### config.mk
export PLATFORM = sky130hd
export DESIGN_NAME = l1_mem_arbiter
export DESIGN_NICKNAME = d
export VERILOG_FILES = /design/src/rtl/l1_mem_pkg.sv /design/src/rtl/l1_mem_arbiter.sv
export SDC_FILE = /design/constraint.sdc
export NUM_CORES = 1
export LEC_CHECK = 0
export BUFFER_PORTS_ARGS = -buffer_cell sky130_fd_sc_hd__buf_2
export CAP_MARGIN = 30
export CORE_AREA = 2 2 337 339
export CTS_CLUSTER_SIZE = 28
export DETAILED_ROUTE_END_ITERATION = 10
export DIE_AREA = 0 0 339 341
export SETUP_SLACK_MARGIN = 0.15
export SLEW_MARGIN = 10
export SYNTH_ARGS = -nofsm -noshare
export SYNTH_HDL_FRONTEND = slang
export SYNTH_SLANG_ARGS = --single-unit
### constraint.sdc
create_clock -name clk -period 1.8 [get_ports clk]
set_input_delay 0.36 -clock clk [delete_from_list [all_inputs] [get_ports clk]]
set_output_delay 0.36 -clock clk [all_outputs]
set_load 0.02 [all_outputs]
### src/rtl/l1_mem_pkg.sv
// rtl/l1_mem_pkg.sv - shared constants for the L1 block-memory arbiter and caches
//
// Contents:
//   ADDR_W, DATA_W   default block address / data widths used by the caches
//   arb_state_t      arbiter FSM states (IDLE / GNT_I / GNT_D)
//   REQ_I, REQ_D     requester ids used for the round-robin history bit
package l1_mem_pkg;

  localparam int ADDR_W = 28;
  localparam int DATA_W = 128;

  typedef enum logic [1:0] {
    IDLE  = 2'b00,
    GNT_I = 2'b01,
    GNT_D = 2'b10
  } arb_state_t;

  localparam logic REQ_I = 1'b0;
  localparam logic REQ_D = 1'b1;

endpackage

### src/rtl/l1_mem_arbiter.sv
// rtl/l1_mem_arbiter.sv - shares one block memory port between the L1 I-cache and D-cache
//
// Grants one cache at a time and holds the grant until the memory's ready
// pulse (or until the granted cache withdraws its request). Memory-side
// outputs are combinational copies of the granted cache's request. Ready and
// read data are returned only to the granted cache. Every transaction costs
// exactly one IDLE cycle of added latency.
//
// Build option: MEM_ARB_RR_EN
//   undefined - fixed priority, D-cache wins a conflict
//   defined   - round-robin on conflict, the requester not granted last wins
//
// Ports:
//   clk, proc_reset                   clock, asynchronous active-high reset
//   i_mem_read/write/addr/wdata       I-cache request
//   i_mem_rdata/ready                 I-cache response
//   d_mem_read/write/addr/wdata       D-cache request
//   d_mem_rdata/ready                 D-cache response
//   mem_read/write/addr/wdata         memory request
//   mem_rdata/ready                   memory response (ready is a 1-cycle pulse)
module l1_mem_arbiter #(
  parameter int ADDR_W = l1_mem_pkg::ADDR_W,
  parameter int DATA_W = l1_mem_pkg::DATA_W
) (
  input  logic              clk,
  input  logic              proc_reset,
  input  logic              i_mem_read,
  input  logic              i_mem_write,
  input  logic [ADDR_W-1:0] i_mem_addr,
  input  logic [DATA_W-1:0] i_mem_wdata,
  output logic [DATA_W-1:0] i_mem_rdata,
  output logic              i_mem_ready,
  input  logic              d_mem_read,
  input  logic              d_mem_write,
  input  logic [ADDR_W-1:0] d_mem_addr,
  input  logic [DATA_W-1:0] d_mem_wdata,
  output logic [DATA_W-1:0] d_mem_rdata,
  output logic              d_mem_ready,
  output logic              mem_read,
  output logic              mem_write,
  output logic [ADDR_W-1:0] mem_addr,
  output logic [DATA_W-1:0] mem_wdata,
  input  logic [DATA_W-1:0] mem_rdata,
  input  logic              mem_ready
);

  import l1_mem_pkg::*;

`ifdef MEM_ARB_RR_EN
  localparam bit RR_EN = 1'b1;
`else
  localparam bit RR_EN = 1'b0;
`endif

  arb_state_t state_q, state_d;
  logic       last_gnt_q, last_gnt_d;
  logic       i_req, d_req, pick_d;

  assign i_req = i_mem_read | i_mem_write;
  assign d_req = d_mem_read | d_mem_write;

  // Conflict resolution; only consulted in IDLE. With round-robin, the cache
  // that was not served last wins. last_gnt resets to I so D wins first.
  always_comb begin
    pick_d = d_req;
    if (RR_EN && i_req && d_req) begin
      pick_d = (last_gnt_q == REQ_I);
    end
  end

  always_comb begin
    state_d     = state_q;
    last_gnt_d  = last_gnt_q;
    mem_read    = 1'b0;
    mem_write   = 1'b0;
    mem_addr    = '0;
    mem_wdata   = '0;
    i_mem_ready = 1'b0;
    i_mem_rdata = '0;
    d_mem_ready = 1'b0;
    d_mem_rdata = '0;

    case (state_q)
      IDLE: begin
        // A stray mem_ready here is deliberately dropped.
        if (i_req || d_req) begin
          state_d = pick_d ? GNT_D : GNT_I;
        end
      end

      GNT_I: begin
        mem_read    = i_mem_read;
        mem_write   = i_mem_write;
        mem_addr    = i_mem_addr;
        mem_wdata   = i_mem_wdata;
        i_mem_ready = mem_ready;
        i_mem_rdata = mem_rdata;
        if (mem_ready) begin
          state_d    = IDLE;
          last_gnt_d = REQ_I;
        end else if (!i_req) begin
          // Requester withdrew: abandon without touching the history bit.
          state_d = IDLE;
        end
      end

      GNT_D: begin
        mem_read    = d_mem_read;
        mem_write   = d_mem_write;
        mem_addr    = d_mem_addr;
        mem_wdata   = d_mem_wdata;
        d_mem_ready = mem_ready;
        d_mem_rdata = mem_rdata;
        if (mem_ready) begin
          state_d    = IDLE;
          last_gnt_d = REQ_D;
        end else if (!d_req) begin
          state_d = IDLE;
        end
      end

      default: state_d = IDLE;
    endcase
  end

  always_ff @(posedge clk or posedge proc_reset) begin
    if (proc_reset) begin
      state_q    <= IDLE;
      last_gnt_q <= REQ_I;
    end else begin
      state_q    <= state_d;
      last_gnt_q <= last_gnt_d;
    end
  end

endmodule
* Word level (Yosys, flattened, before mapping)
Cells that the tools add are included.
** Storage, ports and cells
- Output and inout bits :: 416
- Word-level logic and storage cells :: 26
- Register bits after elaboration :: 2
- Input bits :: 447
** Operators by class
- Multiplexer cells :: 15
- Reductions and logical operators :: 3
- Bitwise operators :: 2
- Eq/ne operators :: 5
** Operator list (count)
- two-way mux 128 bit :: 2
- one-hot mux 128 bit (2 select lines) :: 1
- one-hot mux 28 bit (2 select lines) :: 1
- two-way mux 2 bit :: 6
- inequality test 3 bit (second input constant) :: 2
- one-hot mux 2 bit (3 select lines) :: 1
- one-hot mux 1 bit (2 select lines) :: 2
- AND reduction 3 bit :: 1
- == test 2 x 1 -> 1 bit (second input constant) :: 1
- == test 2 bit (second input constant) :: 1
- logical NOT 2 bit :: 1
- two-way mux 1 bit :: 2
- inequality test 2 bit (second input constant) :: 1
- OR 1 bit :: 2
- logical OR 1 bit :: 1

* Logic depth before layout (Yosys ltp)
Gate-level depths: netlist of the first run.
- Word-level depth :: 4
- Gate-level depth with buffers :: 7
- Mapped depth without buffers :: 6

* Worst setup path before layout of the first run
Ideal clock, no wire load.
- Kind :: flip-flop to output port
- From :: reg state_q[0]
- To :: out mem_wdata[100]
- Required time :: 1.440 ns
- Path slack :: -0.042 ns
- Arrival :: 1.482 ns
- Path buffers :: 2
- Stages on the path, launching flop included :: 6
- Cells stage by stage :: dfrtp_1 inv_1 ha_1 buf_2 clkbuf_1 nor2b_1
** Between the ends
- Cells in the longest elaborated chain, start to end :: 2
- Elaborated cells on any way between the ends :: 3
- Those cells by class :: 2 x eq/ne; 1 x mux
** RTL lines
- from (decl) :: line l1_mem_arbiter.sv:55 : arb_state_t state_q, state_d;
- from (signal assigned) :: line l1_mem_arbiter.sv:131 : state_q <= state_d;
- == test 2 bit or == test 2 x 1 -> 1 bit (tied branches) :: line l1_mem_arbiter.sv:83 : case (state_q)
- one-hot mux 128 bit (2 select lines) (*) :: line l1_mem_arbiter.sv:83
- to (decl) :: line l1_mem_arbiter.sv:42 : output logic [DATA_W-1:0] mem_wdata,
Every way passes the cells marked *; elsewhere a longest branch is shown, timed or not.

* Worst setup path after layout of the first run
- From :: reg state_q[1]
- To :: out mem_wdata[69]
Same word-level chain as after synthesis.

==> impl_metrics.ini, run 1 <==
[setup_path]
start_kind = flop
path_cells = buf_4 > ha_4 > buf_12 > buf_6 > buf_12 > a22oi_2 > nor2b_4 > buf_4
critical_path_class = reg2out
crit_buf_inv = 5
critPathMaxStageDelay_ps = 390
cp_max_fo = 15
cp.arrival_ps = 1920
worstSetupEndpointType = output port
cp_data_required_time_ps = 1440
cp_slowest_cell = dfrtp_1
critical-path-top-delay-family = buffers and inverters

[pwr]
p_leak_nw = 7.080
ir_drop_mv = 0.7188
power_density_nw_per_um2 = 1953
power_mw = 29.48

[yosys]
synth_area_leaders = and2_1 (37%), a22oi_1 (27%), nor2b_1 (23%), buf_2 (5.2%), clkbuf_1 (2.2%)
yosys.area.top_type = and2_1
synth_cell_types = 18
synth_top_area_share_pct = 37.07
syn_inst = 674
synth_warnings = 0
avgSynthCellArea_um2 = 6.484
syn-cell-area_um2 = 4370
ys_seq_elements = 2
ys_seq_area_share_pct = 1.145
synth_nets = 1125

[detailed_routing]
first_pass_iters = 4
wirelength_mm = 75.89
routedWlPerCell_um = 24.36
vias = 9441
viasPerCell = 3.030
drtIter0Drc = 441
postRouteAntennaNets = 0
drc = 0

[cells_and_area]
register_area_um2 = 50.05
largest_reg_flops = 2
area_delta_synth_final_pct = 245.3
utilization_pct = 13.49
instances_no_fill = 3116
reg_top3 = state_q (2)
nFillCells = 12813
multi_input_area_um2 = 5704
drive_above_1_share_pct = 85.03
largest_register = state_q
nets = 2049

[sta]
hold_viol_final = 0
rsz0062_at_grt = true
min_period_ps = 2283
clock.fmax_mhz = 438.1
period_share_pct = 126.8
final-setup-viol-count = 417
slew_headroom_pct = 67.47
tightestPinTransition_ps = 487.9
drv_slew = 0
fin_ws_ps = -482.5
clock_skew_ps = 3.198
whs_ps = 11.18

[clock_tree]
cts_buffers = 3
cts_hold_buf = 0
clockRootBuffer = clkbuf_16
cts.sinks = 2
cts_buffer_depth = 2
worstSkewPairLatency_ps = 220
clk_pin_slew_worst_paths_ps = 30
cts_tree = done
cts-htree-levels = 1

[placed_design]
place_ws_ps = -410.2
hpwl_mm = 64.18
numPortBuffers = 862
gp_congestion = 0.9745
dp_cells = 3042

[global_route]
gr-total-overflow = 0
grt_pass1_wl_mm = 90.54
grt_max_degree = 42
grt_pass1_vias = 9054
antenna_found_initial = 74
grt_usage_pct = 11.77

[floorplan]
io_pins = 863
core_um2 = 111900
row_count = 123
die_w_um = 339
die_h_um = 341
die_area_um2 = 115600
start_util_pct = 3.906

[worst_hold_path]
hp-class = in2async

[status]
status = finished, violations left
violations = setup timing

[flow_run]
drv_cap = 0
-- logic make-up (layout without fill, tap and decap cells) --
family	after synthesis	count (layout)	synth area share (%)
and+or+nand+nor	420	420	60.01
AOI/OAI and AO/OA	163	163	28.43
buffers and inverters	85	1007	9.275
adders and majority gates	4	4	1.145
DFF	2	2	1.145
other	0	20	0
-- what timing repair did --
item                       CTS  global route
setup buffers               17             9
gates resized for setup    196           157
setup endpoints to repair  417           418
hold endpoints to repair     0             0
pin swaps                   24            20
gates cloned                11            14
-- worst register-to-register path, stage by stage (launching register included) --
cell     delay [ps]
dfrtp_1         400
inv_2           110
ha_4            190
buf_4           180
buf_6           230
inv_2            70
o32ai_4         310
a21oi_2          60
o22a_1          200
-- synthesized netlist by cell type, drive strengths merged --
master  count
and2      259
a22oi     158
nor2b     158
buf        52
clkbuf     29
ha          4
inv         4
dfrtp       2
nor2        2
a21oi       1
nand2b      1
o21ai       1
o22a        1
o22ai       1
o32ai       1
-- per-stage QoR --
| stage | area (um2) | TNS [ps] |
|---|---|---|
| global placement | 12870 | -42960 |
| detailed placement | 12870 | -46710 |
| finish | 15090 | -140320 |
| CTS | 14120 | -138790 |
| global route | 15070 | -163350 |
| floorplan | 5781 | 0 |
-- worst paths after layout --
kind,depth (start not counted),to,start,slack (ps)
worst min-delay path,2,state_q[1],proc_reset,10
max in group asynchronous,2,state_q[0],proc_reset,1650
worst max-delay path,8,mem_wdata[69],state_q[1],-480
worst min register to register,2,state_q[0],state_q[0],680
worst max register to register,8,state_q[0],state_q[0],-80
min in group clk,3,state_q[1],d_mem_write,520
-- cell type report --
cell class              instances  share of cell area, %
clock buffers                   3                 0.4974
flip-flops and latches          2                 0.3316
well taps                    1500                  12.43
diodes                         20                 0.3316
multi-input cells             587                  37.79
repair buffers               1000                  48.51
inverters                       4                0.09948
-- report_power, final --
part | total (mW) | internal, mW | switching, mW
Sequential | 0.0899 | 0.0678 | 0.0220
Clock | 0.337 | 0.283 | 0.0544
Combinational | 29.1 | 14.2 | 14.8
Total | 29.5 | 14.6 | 14.9
-- layout by cell type, fill, tap and decap left out, types with 14 or more instances in the layout --
master and count:
nor2b_4 120, clkbuf_16 14, buf_16 14, nor2b_2 37
and2_1 204, buf_12 57, buf_2 715, and2_2 46
a22oi_1 25, diode_2 20, a22oi_2 133, buf_6 92
buf_4 105
-- layer usage --
layer  share of wire, %  global-route usage, %  vias to the layer above
met4                2.5                  1.611                       44
met2                 44                  18.51                      646
met1                 43                  15.90                     4459
met5               0.39                      0                        -
li1                   -                      -                     4162
met3                9.4                  3.821                      130
Note: power is estimated with default switching activity, not from simulation.
==> run 2, diff against run 1 <==
CTS_BUF_LIST = sky130_fd_sc_hd__clkbuf_8   (was unset)
SKIP_CTS_REPAIR_TIMING = 1   (was unset)
==> run 2 against run 1 <==
- the flow still finishes with violations (setup timing)
- setup slack worse by 5.9 ps
- register-to-register slack improved by 70 ps
- sequential cell count stayed put
- via count is 1.6% lower
- global-route usage down 0.59 points
- utilization down 0.72 points
- clock-buffer cell count stayed put
- fmax fell by 0.26%
- combinational power decreased by 8.2%
- critical path depth stayed put
- first-iteration DRC count is 4.3% lower
- highest routed layer unchanged
- die area stayed put
- critical path type unchanged
==> impl_metrics.ini, run 2 (synthesis gave the netlist of run 1 again) <==
[status]
status = finished, violations left
violations = setup timing

[cells_and_area]
largest_register = state_q
instances_no_fill = 3107
drive_above_1_share_pct = 83.30
stdcell_area_um2 = 14290
nets = 2040
nFillCells = 12859
final_common_cell = buf_2
reg_top3 = state_q (2)
area_delta_synth_final_pct = 226.9
largest_reg_flops = 2
most-common-layout-cells = buf_2 (744), and2_1 (200), a22oi_2 (106)

[global_route]
use_met1_pct = 15.49
grt_max_degree = 57
grt_pass1_vias = 8737
antenna_found_initial = 74
grt_usage_pct = 11.18
grt.met2_usage_pct = 17.12
use_met3_pct = 3.715
grt_pass1_wl_mm = 86.39
gr-total-overflow = 0
busiest_layer = met2

[clock_tree]
cts.sinks = 2
cts_tree = done
cts_buffer_depth = 2
worstSkewPairLatency_ps = 210
cts-htree-levels = 1
cts_buffers = 3
clockRootBuffer = clkbuf_8
clk_pin_slew_worst_paths_ps = 30

[setup_path]
cp.arrival_ps = 1930
critPathMaxStageDelay_ps = 390
worstSetupEndpointType = output port
start_kind = flop
cp_max_fo = 15
cp_slowest_cell = dfrtp_1
critical_path_class = reg2out
cp_data_required_time_ps = 1440
path_cells = buf_4 > ha_4 > buf_12 > buf_4 > a22oi_2 > buf_4 > nor2b_4 > buf_2
crit_path_frequent_cell = buf_4

[flow_run]
drv_cap = 0

[pwr]
p_leak_nw = 6.796
swShare_pct = 52.62
p_clk_share_pct = 0.7
combPwrFrac_pct = 99.0
p_sw_mw = 14.18
power_density_nw_per_um2 = 1886
ir_drop_mv = 0.6691
pwr-share-seq_pct = 0.3
p_int_mw = 12.77

[sta]
period_share_pct = 127.1
fin_ws_ps = -488.5
rsz0062_at_grt = true
clock.fmax_mhz = 437.0
tightestPinTransition_ps = 580.4
final-setup-viol-count = 417
min_period_ps = 2288
whs_ps = 17.99
drv_slew = 0
slew_headroom_pct = 61.31
hold_viol_final = 0
clock_skew_ps = 5.696

[floorplan]
io_pins = 863
die_h_um = 341
die_area_um2 = 115600
die_w_um = 339
row_count = 123
core_um2 = 111900
start_util_pct = 3.906

[detailed_routing]
viasPerCell = 2.991
first_pass_iters = 5
postRouteAntennaNets = 0
wirelength_mm = 73.60
drtIter0Drc = 422
drc = 0
vias = 9292
routedWlPerCell_um = 23.69

[placed_design]
hpwl_mm = 64.18
placed_cell_area_um2 = 12870
place_ws_ps = -410.2
numPortBuffers = 862
gp_congestion = 0.9745
dp_cells = 3042

[worst_hold_path]
hp-class = in2async
[run 2: cell count changes in the layout (fill, tap and decap cells not counted), moves of 4 or more]
| cell | delta |
|---|---|
| buf_6 | -31 |
| buf_2 | +29 |
| a22oi_1 | +27 |
| a22oi_2 | -27 |
| nor2b_4 | -25 |
| nor2b_2 | +22 |
| buf_16 | -10 |
| clkbuf_4 | +9 |
| and2_1 | -4 |
| and2_2 | +4 |
[run 2: metal layers]
layer,up-vias,part of all wire (%),routed length [um]
li1,4138,-,-
met1,4355,45,32860
met2,645,44,32280
met3,114,9.2,6734
met4,40,2.0,1448
met5,-,0.38,277
[run 2: layout make-up]
cell class,instances,area [um2],share of cell area [%]
inverters,4,15.01,0.1051
diodes,20,50.05,0.3503
multi-input cells,587,5441,38.09
well taps,1500,1877,13.14
clock buffers,3,41.29,0.2890
repair buffers,991,6813,47.68
flip-flops and latches,2,50.05,0.3503
[run 2: final timing paths]
check / cells after the start / start / end / slack, ps
hold / removal: 2 / proc_reset / state_q[1] / 20
setup reg to reg: 8 / state_q[0] / state_q[0] / -10
hold reg to reg: 2 / state_q[0] / state_q[0] / 670
setup / recovery: 8 / state_q[0] / mem_wdata[96] / -490
min in group clk: 3 / d_mem_read / state_q[1] / 520
max in group asynchronous: 2 / proc_reset / state_q[0] / 1640
[run 2: power by group through the flow]
stage | sequential, mW | clock (mW) | combinational, mW
floorplan | 0.0859 | 0 | 13.0
global placement | 0.0925 | 0 | 22.6
detailed placement | 0.0926 | 0 | 22.6
CTS | 0.0921 | 0.183 | 22.6
global route | 0.0948 | 0.189 | 28.0
finish | 0.0940 | 0.178 | 26.7
[run 2: through the flow]
step | power (mW) | setup TNS, ps | util (%)
3_5_place_dp | 22.68 | -46710 | 11.51
4_1_cts | 22.92 | -135890 | 11.54
5_1_grt | 28.30 | -152690 | 12.74
2_1_floorplan | 13.08 | 0 | -
3_3_place_gp | 22.65 | -42960 | 11.51
6_report | 26.95 | -128740 | 12.77
[run 2: critical path: cells and delay by family, from the launching register on]
| kind | cells | cell delay (ps) |
|---|---|---|
| adders and majority gates | 1 | 190 |
| DFF | 1 | 390 |
| and+or+nand+nor | 1 | 30 |
| AOI/OAI and AO/OA | 1 | 240 |
| buffers and inverters | 5 | 840 |
